## src/rtl/smart_home_pkg.sv

```systemverilog
// Shared types for the home service sequencer: service codes, grant priority
// order, actuator drive payload and the helpers that decode and arbitrate them.
package smart_home_pkg;

  localparam int unsigned TEMP_W  = 7;
  localparam int unsigned CODE_W  = 3;
  localparam int unsigned NUM_SRV = 6;

  typedef enum logic [CODE_W-1:0] {
    ST_IDLE   = 3'd0,
    ST_FDOOR  = 3'd1,
    ST_RDOOR  = 3'd2,
    ST_ALARM  = 3'd3,
    ST_WINDOW = 3'd4,
    ST_HEAT   = 3'd5,
    ST_COOL   = 3'd6
  } state_e;

  localparam state_e PRIO_ORDER [NUM_SRV] = '{ST_ALARM, ST_FDOOR, ST_RDOOR,
                                              ST_WINDOW, ST_COOL, ST_HEAT};

  typedef struct packed {
    logic              fdoor;
    logic              rdoor;
    logic              winbuzz;
    logic              alarmbuzz;
    logic              heater;
    logic              cooler;
    logic [CODE_W-1:0] display;
  } drive_t;

  // One-hot actuator drive plus panel code; unused code 3'b111 decodes to all-off.
  function automatic drive_t decode_drive(input state_e s);
    drive_t d;
    d = '0;
    case (s)
      ST_FDOOR:  begin d.fdoor     = 1'b1; d.display = ST_FDOOR;  end
      ST_RDOOR:  begin d.rdoor     = 1'b1; d.display = ST_RDOOR;  end
      ST_ALARM:  begin d.alarmbuzz = 1'b1; d.display = ST_ALARM;  end
      ST_WINDOW: begin d.winbuzz   = 1'b1; d.display = ST_WINDOW; end
      ST_HEAT:   begin d.heater    = 1'b1; d.display = ST_HEAT;   end
      ST_COOL:   begin d.cooler    = 1'b1; d.display = ST_COOL;   end
      default:   d = '0;
    endcase
    return d;
  endfunction

  // Highest-priority pending request, skipping the service being released.
  function automatic state_e pick_next(input logic [7:0] req, input state_e excl);
    state_e nxt;
    nxt = ST_IDLE;
    for (int i = int'(NUM_SRV) - 1; i >= 0; i--) begin
      if (req[PRIO_ORDER[i]] && (PRIO_ORDER[i] != excl)) nxt = PRIO_ORDER[i];
    end
    return nxt;
  endfunction

endpackage

```

## src/rtl/sensor_debounce.sv

```systemverilog
// Two-flop synchroniser followed by a stability counter; the level only
// follows the input after DEB_CYCLES consecutive cycles of the new value.
module sensor_debounce #(
  parameter int unsigned DEB_CYCLES = 16
) (
  input  logic clk,
  input  logic Rst_n,
  input  logic raw,
  output logic level
);

  localparam int unsigned CNT_W = (DEB_CYCLES > 1) ? $clog2(DEB_CYCLES) : 1;

  logic             sync1_q, sync2_q;
  logic             level_q;
  logic [CNT_W-1:0] cnt_q;

  always_ff @(posedge clk or negedge Rst_n) begin
    if (!Rst_n) begin
      sync1_q <= 1'b0;
      sync2_q <= 1'b0;
      level_q <= 1'b0;
      cnt_q   <= '0;
    end else begin
      sync1_q <= raw;
      sync2_q <= sync1_q;
      // Any cycle agreeing with the current level restarts the stability count.
      if (sync2_q == level_q) begin
        cnt_q <= '0;
      end else if (cnt_q == CNT_W'(DEB_CYCLES - 1)) begin
        level_q <= sync2_q;
        cnt_q   <= '0;
      end else begin
        cnt_q <= cnt_q + CNT_W'(1);
      end
    end
  end

  assign level = level_q;

endmodule

```

## src/rtl/home_service_sequencer.sv

```systemverilog
// Debounces door/window/fire sensors, applies temperature hysteresis and grants
// one actuator service at a time with a minimum dwell and fair hand-off.
module home_service_sequencer
  import smart_home_pkg::*;
#(
  parameter int unsigned DEB_CYCLES  = 16,
  parameter int unsigned HOLD_CYCLES = 64,
  parameter int unsigned T_LOW       = 18,
  parameter int unsigned T_HIGH      = 30,
  parameter int unsigned HYST        = 2
) (
  input  logic              clk,
  input  logic              Rst_n,
  input  logic              SFD,
  input  logic              SRD,
  input  logic              SW,
  input  logic              SFA,
  input  logic [TEMP_W-1:0] ST,
  output logic              fdoor,
  output logic              rdoor,
  output logic              winbuzz,
  output logic              alarmbuzz,
  output logic              heater,
  output logic              cooler,
  output logic [CODE_W-1:0] display
);

  localparam int unsigned DWELL_W = (HOLD_CYCLES > 1) ? $clog2(HOLD_CYCLES) : 1;
  localparam logic [DWELL_W-1:0] HOLD_LOAD = DWELL_W'(HOLD_CYCLES - 1);
  localparam logic [TEMP_W-1:0]  HEAT_ON   = TEMP_W'(T_LOW);
  localparam logic [TEMP_W-1:0]  HEAT_OFF  = TEMP_W'(T_LOW + HYST);
  localparam logic [TEMP_W-1:0]  COOL_ON   = TEMP_W'(T_HIGH);
  localparam logic [TEMP_W-1:0]  COOL_OFF  = TEMP_W'(T_HIGH - HYST);

  if (DEB_CYCLES < 2 || HOLD_CYCLES < 2 || (T_LOW + 2 * HYST) > T_HIGH) begin : g_param_err
    $error("home_service_sequencer: illegal DEB_CYCLES/HOLD_CYCLES/T_LOW/T_HIGH/HYST");
  end

  // Reset asserts asynchronously but releases on a clock edge.
  logic [1:0] rst_sync_q;
  logic       rst_sync_n;

  always_ff @(posedge clk or negedge Rst_n) begin
    if (!Rst_n) rst_sync_q <= '0;
    else        rst_sync_q <= {rst_sync_q[0], 1'b1};
  end

  assign rst_sync_n = rst_sync_q[1];

  // Sensor index: 0 front door, 1 rear door, 2 window, 3 fire.
  logic [3:0] raw_vec;
  logic [3:0] lvl;

  assign raw_vec = {SFA, SW, SRD, SFD};

  for (genvar g = 0; g < 4; g++) begin : g_deb
    sensor_debounce #(.DEB_CYCLES(DEB_CYCLES)) u_deb (
      .clk   (clk),
      .Rst_n (rst_sync_n),
      .raw   (raw_vec[g]),
      .level (lvl[g])
    );
  end

  // Temperature hysteresis; flags only evaluate once a real sample is held.
  logic [TEMP_W-1:0] st_q;
  logic              st_valid_q;
  logic              need_heat_q, need_cool_q;

  always_ff @(posedge clk or negedge rst_sync_n) begin
    if (!rst_sync_n) begin
      st_q        <= '0;
      st_valid_q  <= 1'b0;
      need_heat_q <= 1'b0;
      need_cool_q <= 1'b0;
    end else begin
      st_q       <= ST;
      st_valid_q <= 1'b1;
      if (st_valid_q) begin
        if (need_heat_q) begin
          if (st_q >= HEAT_OFF) need_heat_q <= 1'b0;
        end else if (st_q < HEAT_ON) begin
          need_heat_q <= 1'b1;
        end
        if (need_cool_q) begin
          if (st_q <= COOL_OFF) need_cool_q <= 1'b0;
        end else if (st_q > COOL_ON) begin
          need_cool_q <= 1'b1;
        end
      end
    end
  end

  // Request vector indexed by service code.
  logic [7:0] req;
  assign req = {1'b0, need_cool_q, need_heat_q, lvl[2], lvl[3], lvl[1], lvl[0], 1'b0};

  state_e             state_q, state_d;
  logic [DWELL_W-1:0] dwell_q, dwell_d;
  drive_t             drive_q;
  logic               own_req, others_req;

  // ALARM releases only once the fire input drops, so it is never handed off while active.
  always_comb begin
    state_d    = state_q;
    dwell_d    = dwell_q;
    own_req    = req[state_q];
    others_req = |(req & ~(8'd1 << state_q));
    case (state_q)
      ST_IDLE: begin
        state_d = pick_next(req, ST_IDLE);
        if (state_d != ST_IDLE) dwell_d = HOLD_LOAD;
      end
      ST_FDOOR, ST_RDOOR, ST_ALARM, ST_WINDOW, ST_HEAT, ST_COOL: begin
        if (req[ST_ALARM] && (state_q != ST_ALARM)) begin
          state_d = ST_ALARM;
          dwell_d = HOLD_LOAD;
        end else if (dwell_q != '0) begin
          dwell_d = dwell_q - DWELL_W'(1);
        end else if (!own_req || (others_req && (state_q != ST_ALARM))) begin
          state_d = pick_next(req, state_q);
          dwell_d = (state_d == ST_IDLE) ? '0 : HOLD_LOAD;
        end
      end
      default: begin
        state_d = ST_IDLE;
        dwell_d = '0;
      end
    endcase
  end

  always_ff @(posedge clk or negedge rst_sync_n) begin
    if (!rst_sync_n) begin
      state_q <= ST_IDLE;
      dwell_q <= '0;
      drive_q <= '0;
    end else begin
      state_q <= state_d;
      dwell_q <= dwell_d;
      drive_q <= decode_drive(state_q);
    end
  end

  assign fdoor     = drive_q.fdoor;
  assign rdoor     = drive_q.rdoor;
  assign winbuzz   = drive_q.winbuzz;
  assign alarmbuzz = drive_q.alarmbuzz;
  assign heater    = drive_q.heater;
  assign cooler    = drive_q.cooler;
  assign display   = drive_q.display;

endmodule

```

## config.mk

```make
export PLATFORM = sky130hd
export DESIGN_NAME = home_service_sequencer
export DESIGN_NICKNAME = d
export VERILOG_FILES = /design/src/rtl/smart_home_pkg.sv /design/src/rtl/sensor_debounce.sv /design/src/rtl/home_service_sequencer.sv
export SDC_FILE = /design/constraint.sdc
export NUM_CORES = 1
export LEC_CHECK = 0
export CAP_MARGIN = 20
export CORE_UTILIZATION = 65
export CTS_BUF_LIST = sky130_fd_sc_hd__clkbuf_8
export CTS_CLUSTER_SIZE = 16
export DETAILED_ROUTE_END_ITERATION = 7
export GPL_ROUTABILITY_DRIVEN = 0
export GPL_TIMING_DRIVEN = 0
export PLACE_DENSITY = 0.88
export SKIP_CTS_REPAIR_TIMING = 1
export SYNTH_ARGS = -nofsm -noshare
export SYNTH_HDL_FRONTEND = slang
export SYNTH_SLANG_ARGS = --single-unit
```

## constraint.sdc

```tcl
create_clock -name clk -period 2.8 [get_ports clk]
set_input_delay 0.56 -clock clk [delete_from_list [all_inputs] [get_ports clk]]
set_output_delay 0.56 -clock clk [all_outputs]
set_load 0.02 [all_outputs]
```

==> results.sh, run 1 <==
export IMPL_drv_slew=0
export IMPL_vdd_drop_max_mv=0.511
export IMPL_overflow=0
export IMPL_syn_avg_cell_area_um2=11.3
export IMPL_std_cell_rows=23
export IMPL_slowest_delay_ns=0.70
export IMPL_coreArea_um2=4090
export IMPL_fin_area_um2=3300
export IMPL_synth_edf_count=0
export IMPL_drtIter0Drc=176
export IMPL_final_cells=340
export IMPL_dp_cells=324
export IMPL_finalSetupTns_ns=0
export IMPL_vias=2210
export IMPL_min_path_type="flip-flop to asynchronous set/reset pin"
export IMPL_portBuffers=21
export IMPL_num_antenna_cells=0
export IMPL_fin_crit_sh_pct=79.6
export IMPL_fin_skew_ns=0.00371
export IMPL_ant_nets=0
export IMPL_dieArea_um2=4630
export IMPL_clkLatencyLatePin_ns=0.34
export IMPL_power_total_mw=2.72
export IMPL_fin_crit_ns=2.23
export IMPL_critPathSlowestCell="nor3_1"
export IMPL_slew_limit_headroom_pct=44.5
export IMPL_final_core_util_pct=80.7
export IMPL_critPathKind="flip-flop to flip-flop"
export IMPL_initial_core_util_pct=69.4
export IMPL_ios=22
export IMPL_nNetsFinal=304
export IMPL_ys_types=63
export IMPL_grt_max_degree=40
export IMPL_route_detailed_drc=0
export IMPL_maxClockFrequency_mhz=448
export IMPL_worstPathMaxFanout=8
export IMPL_synth_area_leader_cell="dfrtp_1"
export IMPL_crit_required_ns=3.01
export IMPL_numCtsBuffers=9
export IMPL_gr_usage_all_layers_pct=28.7
export IMPL_yosysSeqAreaShare_pct=51.1
export IMPL_die_h_um=68.1
export IMPL_grt_pass1_vias=2034
export IMPL_clock_sinks=58
export IMPL_drt_wl_total_um=5770
export IMPL_worst_slew_pin_transition_ns=0.826
export IMPL_synth_area_um2=2840
export IMPL_grt_pass1_wl_um=9350
export IMPL_cap_violations=0
export IMPL_post_drt_via_cell_ratio=6.50
export IMPL_crit_path_end_kind="flip-flop"
export IMPL_whs_ns=0.187
export IMPL_ys_ff_latch=58
export IMPL_power_leakage_nw=1.45
export IMPL_placed_cell_area_um2=3140
export IMPL_synthToLayoutAreaGrowth_pct=16.3
export IMPL_firstDrtPassIters=5
export IMPL_synth_area_leaders="dfrtp_1 51%, ha_1 2.6%, a21oi_1 2.5%"
export IMPL_synth_top_flop_cell="dfrtp_1"
export IMPL_yosys_area_top_type_share_pct=51.1
export IMPL_rsz0062_at_grt="false"
export IMPL_worstPathCellList="inv_1 -> ha_1 -> and3b_1 -> buf_2 -> nor3_1 -> a221oi_1 -> a2bb2oi_1"
export IMPL_async_flop_share_pct=100
export IMPL_place_ws_ns=0.691
export IMPL_most_common_layout_cells="57 x dfrtp_1, 21 x clkdlybuf4s50_1, 14 x a21oi_1"
export IMPL_cts_root_buffer="clkbuf_8"
export IMPL_clock_path_buffers=2
export IMPL_worst_endpoint_arrival_ns=2.44
export IMPL_drive_gt1_share_pct=13.1
export IMPL_final_common_cell="dfrtp_1"
export IMPL_setup_violations=0
export IMPL_worstSetupStartpointType="flip-flop"
export IMPL_die_w_um=68.1
export IMPL_p_per_area_nw_per_um2=824
export IMPL_synthCells=251
export IMPL_antenna_found_initial=0
export IMPL_status="completed"
export IMPL_yosysWarnings=0
export IMPL_clkSlewWorstSetupHoldPaths_ns=0.06
export IMPL_cts_tree="done"
export IMPL_hold_viol=0
export IMPL_routedWlPerCell_um=17.0
export IMPL_cts_htree_levels=3
export IMPL_setup_slack_ns=0.570
export IMPL_place_hpwl_um=4020
[synth_stat cells, types with 6 or more instances]
cell type	number
nor2b_1	7
nand3_1	6
buf_2	8
dfrtp_1	58
inv_1	9
a21oi_1	14
o21ai_0	7
xnor2_1	8
ha_1	6
nor2_1	13
[state kept, by name (all words and copies together) (netlist names)]
name and flops:
g_deb.u_deb.level 4, g_deb.u_deb.sync1_q 4, need_cool_q 1, rst_sync_q 2, winbuzz 1, fdoor 1, display 3, dwell_q 6
g_deb.u_deb.sync2_q 4, rdoor 1, heater 1, alarmbuzz 1, need_heat_q 1, state_q 3, cooler 1, st_valid_q 1
st_q 7, g_deb.u_deb.cnt_q 16
[logic make-up (layout without fill, tap and decap cells)]
group                    count (synthesis)  in the layout  synth area share, %
XOR/XNOR                                 8              8                 2.47
other                                    1              2                0.132
AND/OR/NAND/NOR                         72             72                 16.0
multiplexers                             9              9                 3.39
buffers and inverters                   22             60                 3.40
adder cells (fa/ha/maj)                  6              6                 2.65
flip-flops                              58             58                 51.1
AO/OA/AOI/OAI                           75             75                 20.8
[metal layers]
layer / vias to the layer above / wire [um] / track usage [%]
met2: 98 / 2840 / 46.8
met1: 1073 / 2410 / 35.3
met3: 20 / 345 / 6.50
met5: - / 0 / 0
li1: 1019 / - / -
met4: 0 / 168 / 15.1
[critical path, delay by kind of cell (launching register included)]
| family | cells | cell delay (ns) |
|---|---|---|
| compound gates | 2 | 0.37 |
| fa+ha+maj | 1 | 0.21 |
| buf+inv | 2 | 0.29 |
| flops | 1 | 0.36 |
| simple gates | 2 | 0.87 |
[where the power goes]
| part | leakage [nW] | total (mW) | switching (mW) | internal, mW |
|---|---|---|---|---|
| registers | 0.716 | 1.06 | 0.0872 | 0.970 |
| logic | 0.633 | 1.02 | 0.566 | 0.455 |
| clock network | 0.0996 | 0.642 | 0.312 | 0.330 |
[final timing paths]
kind	to	start	depth (start not counted)	slack (ns)
worst max-delay path	dwell_q[5]$_DFFE_PN0P_	dwell_q[0]$_DFFE_PN0P_	7	0.57
max in group asynchronous	g_deb[3].u_deb.cnt_q[2]$_DFF_PN0_	rst_sync_q[1]$_DFF_PN0_	1	2.10
min in group clk	g_deb[0].u_deb.sync2_q$_DFF_PN0_	g_deb[0].u_deb.sync1_q$_DFF_PN0_	0	0.35
worst min-delay path	st_q[5]$_DFF_PN0_	rst_sync_q[1]$_DFF_PN0_	0	0.19
worst max register to register	dwell_q[5]$_DFFE_PN0P_	dwell_q[0]$_DFFE_PN0P_	7	0.57
worst min register to register	st_q[5]$_DFF_PN0_	rst_sync_q[1]$_DFF_PN0_	0	0.19
[cell type report]
cell class                 instances  area, um2
timing repair buffer              22        230
buffer                            13       62.6
sequential                        58       1450
clock inverter                     6       26.3
tap                               50       62.6
inverter                           9       33.8
multi-input combinational        172       1290
clock buffer                      10        138
fill                             254        787
(Power assumes the default switching activity.)
==> run 2: changes to the inputs <==
- CORE_UTILIZATION: 65 -> 60
- PLACE_DENSITY: 0.88 -> 0.82
- clock period: 2.8 -> 2.13 ns (I/O delays scaled with it)
==> run 2 against run 1 <==
The flow now finishes with violations (design-rule violations). Register-to-register slack got worse by 0.53 ns. Largest power group is now combinational logic. Combinational power increased by 41%. Largest cell class unchanged. Sequential share of layout area decreased by 1.7 points. Critical path depth unchanged. Final cell count increased by 1.2%. Fmax increased by 6.8%. Die area increased by 8.1%.
==> results.sh, run 2 (synthesis gave the netlist of run 1 again) <==
export IMPL_cts_tree="done"
export IMPL_crit_path_end_kind="flip-flop"
export IMPL_most_common_layout_cells="57 x dfrtp_1, 21 x clkdlybuf4s50_1, 14 x a21oi_1"
export IMPL_grt_busiest_layer="met2"
export IMPL_clock_path_buffers=2
export IMPL_drt_wl_total_um=5830
export IMPL_dp_cells=326
export IMPL_largest_register="g_deb.u_deb.cnt_q"
export IMPL_grt_use_met2_pct=39.9
export IMPL_maxClockFrequency_mhz=479
export IMPL_die_h_um=70.8
export IMPL_std_cell_rows=24
export IMPL_clock_sinks=58
export IMPL_drv_slew=0
export IMPL_cts_htree_levels=3
export IMPL_worstSetupStartpointType="flip-flop"
export IMPL_worst_endpoint_arrival_ns=2.29
export IMPL_grtUsageMet3_pct=4.70
export IMPL_place_hpwl_um=3750
export IMPL_worstPathMaxFanout=10
export IMPL_slew_limit_headroom_pct=61.9
export IMPL_fin_skew_ns=0.00758
export IMPL_firstDrtPassIters=6
export IMPL_final_common_cell="dfrtp_1"
export IMPL_post_drt_via_cell_ratio=6.36
export IMPL_vias=2187
export IMPL_crit_required_ns=2.33
export IMPL_reg_top3="g_deb.u_deb.cnt_q: 16 flops, st_q: 7 flops, dwell_q: 6 flops"
export IMPL_fin_crit_sh_pct=98.0
export IMPL_rr_worst_depth=7
export IMPL_setup_violations=0
export IMPL_fin_area_um2=3430
export IMPL_grt_max_degree=40
export IMPL_p_per_area_nw_per_um2=1140
export IMPL_critPathKind="flip-flop to flip-flop"
export IMPL_route_detailed_drc=6
export IMPL_hold_viol=0
export IMPL_cts_root_buffer="clkbuf_8"
export IMPL_status="finished with violations"
export IMPL_portBuffers=21
export IMPL_ios=22
export IMPL_antenna_found_initial=0
export IMPL_worst_slew_pin_transition_ns=0.571
export IMPL_n_fill_cell=291
export IMPL_final_cells=344
export IMPL_nNetsFinal=306
export IMPL_grt_pass1_vias=2124
export IMPL_fin_crit_ns=2.09
export IMPL_dieArea_um2=5010
export IMPL_drtIter0Drc=216
export IMPL_placed_cell_area_um2=3140
export IMPL_synthToLayoutAreaGrowth_pct=20.8
export IMPL_num_antenna_cells=0
export IMPL_min_path_type="flip-flop to asynchronous set/reset pin"
export IMPL_critPathSlowestCell="dfrtp_1"
export IMPL_drive_gt1_share_pct=16.8
export IMPL_vdd_drop_max_mv=0.581
export IMPL_largest_register_ffs=16
export IMPL_gr_usage_all_layers_pct=24.9
export IMPL_overflow=0
export IMPL_coreArea_um2=4440
export IMPL_initial_core_util_pct=63.9
export IMPL_grt_pass1_wl_um=9460
export IMPL_routedWlPerCell_um=17.0
export IMPL_violations="design-rule violations"
export IMPL_power_leakage_nw=1.49
export IMPL_grtUsageMet1_pct=31.3
export IMPL_clkLatencyLatePin_ns=0.34
export IMPL_die_w_um=70.8
export IMPL_cap_violations=0
export IMPL_clkSlewWorstSetupHoldPaths_ns=0.06
export IMPL_worstPathCellList="buf_2 -> buf_4 -> mux2_1 -> o32ai_2 -> a21oi_1 -> o31ai_1 -> o41ai_2"
export IMPL_numCtsBuffers=9
export IMPL_ant_nets=0
export IMPL_slowest_delay_ns=0.38
run 2: cell types whose count changed in the layout (fill, tap and decap cells not counted), moves of 2 or more:
cell	delta
nor3_1	-2
nor3_2	+2
clkinv_2	-3
a22oi_2	+2
clkbuf_8	+3
run 2: path summary, 6_finish.rpt:
path                                           end                    start  slack, ns
min                         state_q[2]$_DFFE_PN0P_  rst_sync_q[1]$_DFF_PN0_       0.20
min reg2reg                 state_q[2]$_DFFE_PN0P_  rst_sync_q[1]$_DFF_PN0_       0.20
min in group clk           rst_sync_q[1]$_DFF_PN0_  rst_sync_q[0]$_DFF_PN0_       0.35
max reg2reg                 state_q[0]$_DFFE_PN0P_   state_q[1]$_DFFE_PN0P_       0.04
max in group asynchronous        winbuzz$_DFF_PN0_  rst_sync_q[1]$_DFF_PN0_       1.40
max                         state_q[0]$_DFFE_PN0P_   state_q[1]$_DFFE_PN0P_       0.04
run 2: cell type report:
type | instances | area [um2] | area share (%)
plain buffers | 13 | 66.3 | 1.93
clock buffers | 13 | 179 | 5.22
clock inverters | 3 | 37.5 | 1.09
inverters | 9 | 33.8 | 0.985
multi-input cells | 173 | 1360 | 39.6
flip-flops and latches | 58 | 1450 | 42.4
well taps | 52 | 65.1 | 1.90
repair buffers | 23 | 238 | 6.93
run 2: critical path: cells and delay by family, from the launching register on:
| family | cells | cell delay, ns |
|---|---|---|
| buffers and inverters | 2 | 0.46 |
| DFF | 1 | 0.38 |
| AOI/OAI and AO/OA | 4 | 0.77 |
| muxes | 1 | 0.34 |
run 2: per-layer routing:
layer  routed length, um  share of wire, %
met3                 285               4.9
met2                2870                49
met5                   0                 0
met1                2490                43
met4                 188               3.2
run 2: per-stage QoR:
step	setup slack [ns]	setup TNS (ns)	util, %	power (mW)	hold WS [ns]
CTS	-0.0750	-0.221	75.5	3.79	0.214
global route	-0.00637	-0.00637	77.1	4.08	0.243
finish	0.0422	0	77.1	3.90	0.201
global placement	-0.0766	-4.10	70.1	2.66	0.334
detailed placement	0.0155	0	70.6	2.70	0.213
floorplan	0.258	0	-	2.34	0.130
run 2: power by group:
part           leakage [nW]  switching (mW)  internal, mW  total, mW
sequential            0.716           0.112          1.27       1.39
clock                 0.118           0.417         0.660       1.08
combinational         0.651           0.798         0.640       1.44
total                  1.49            1.33          2.57       3.90
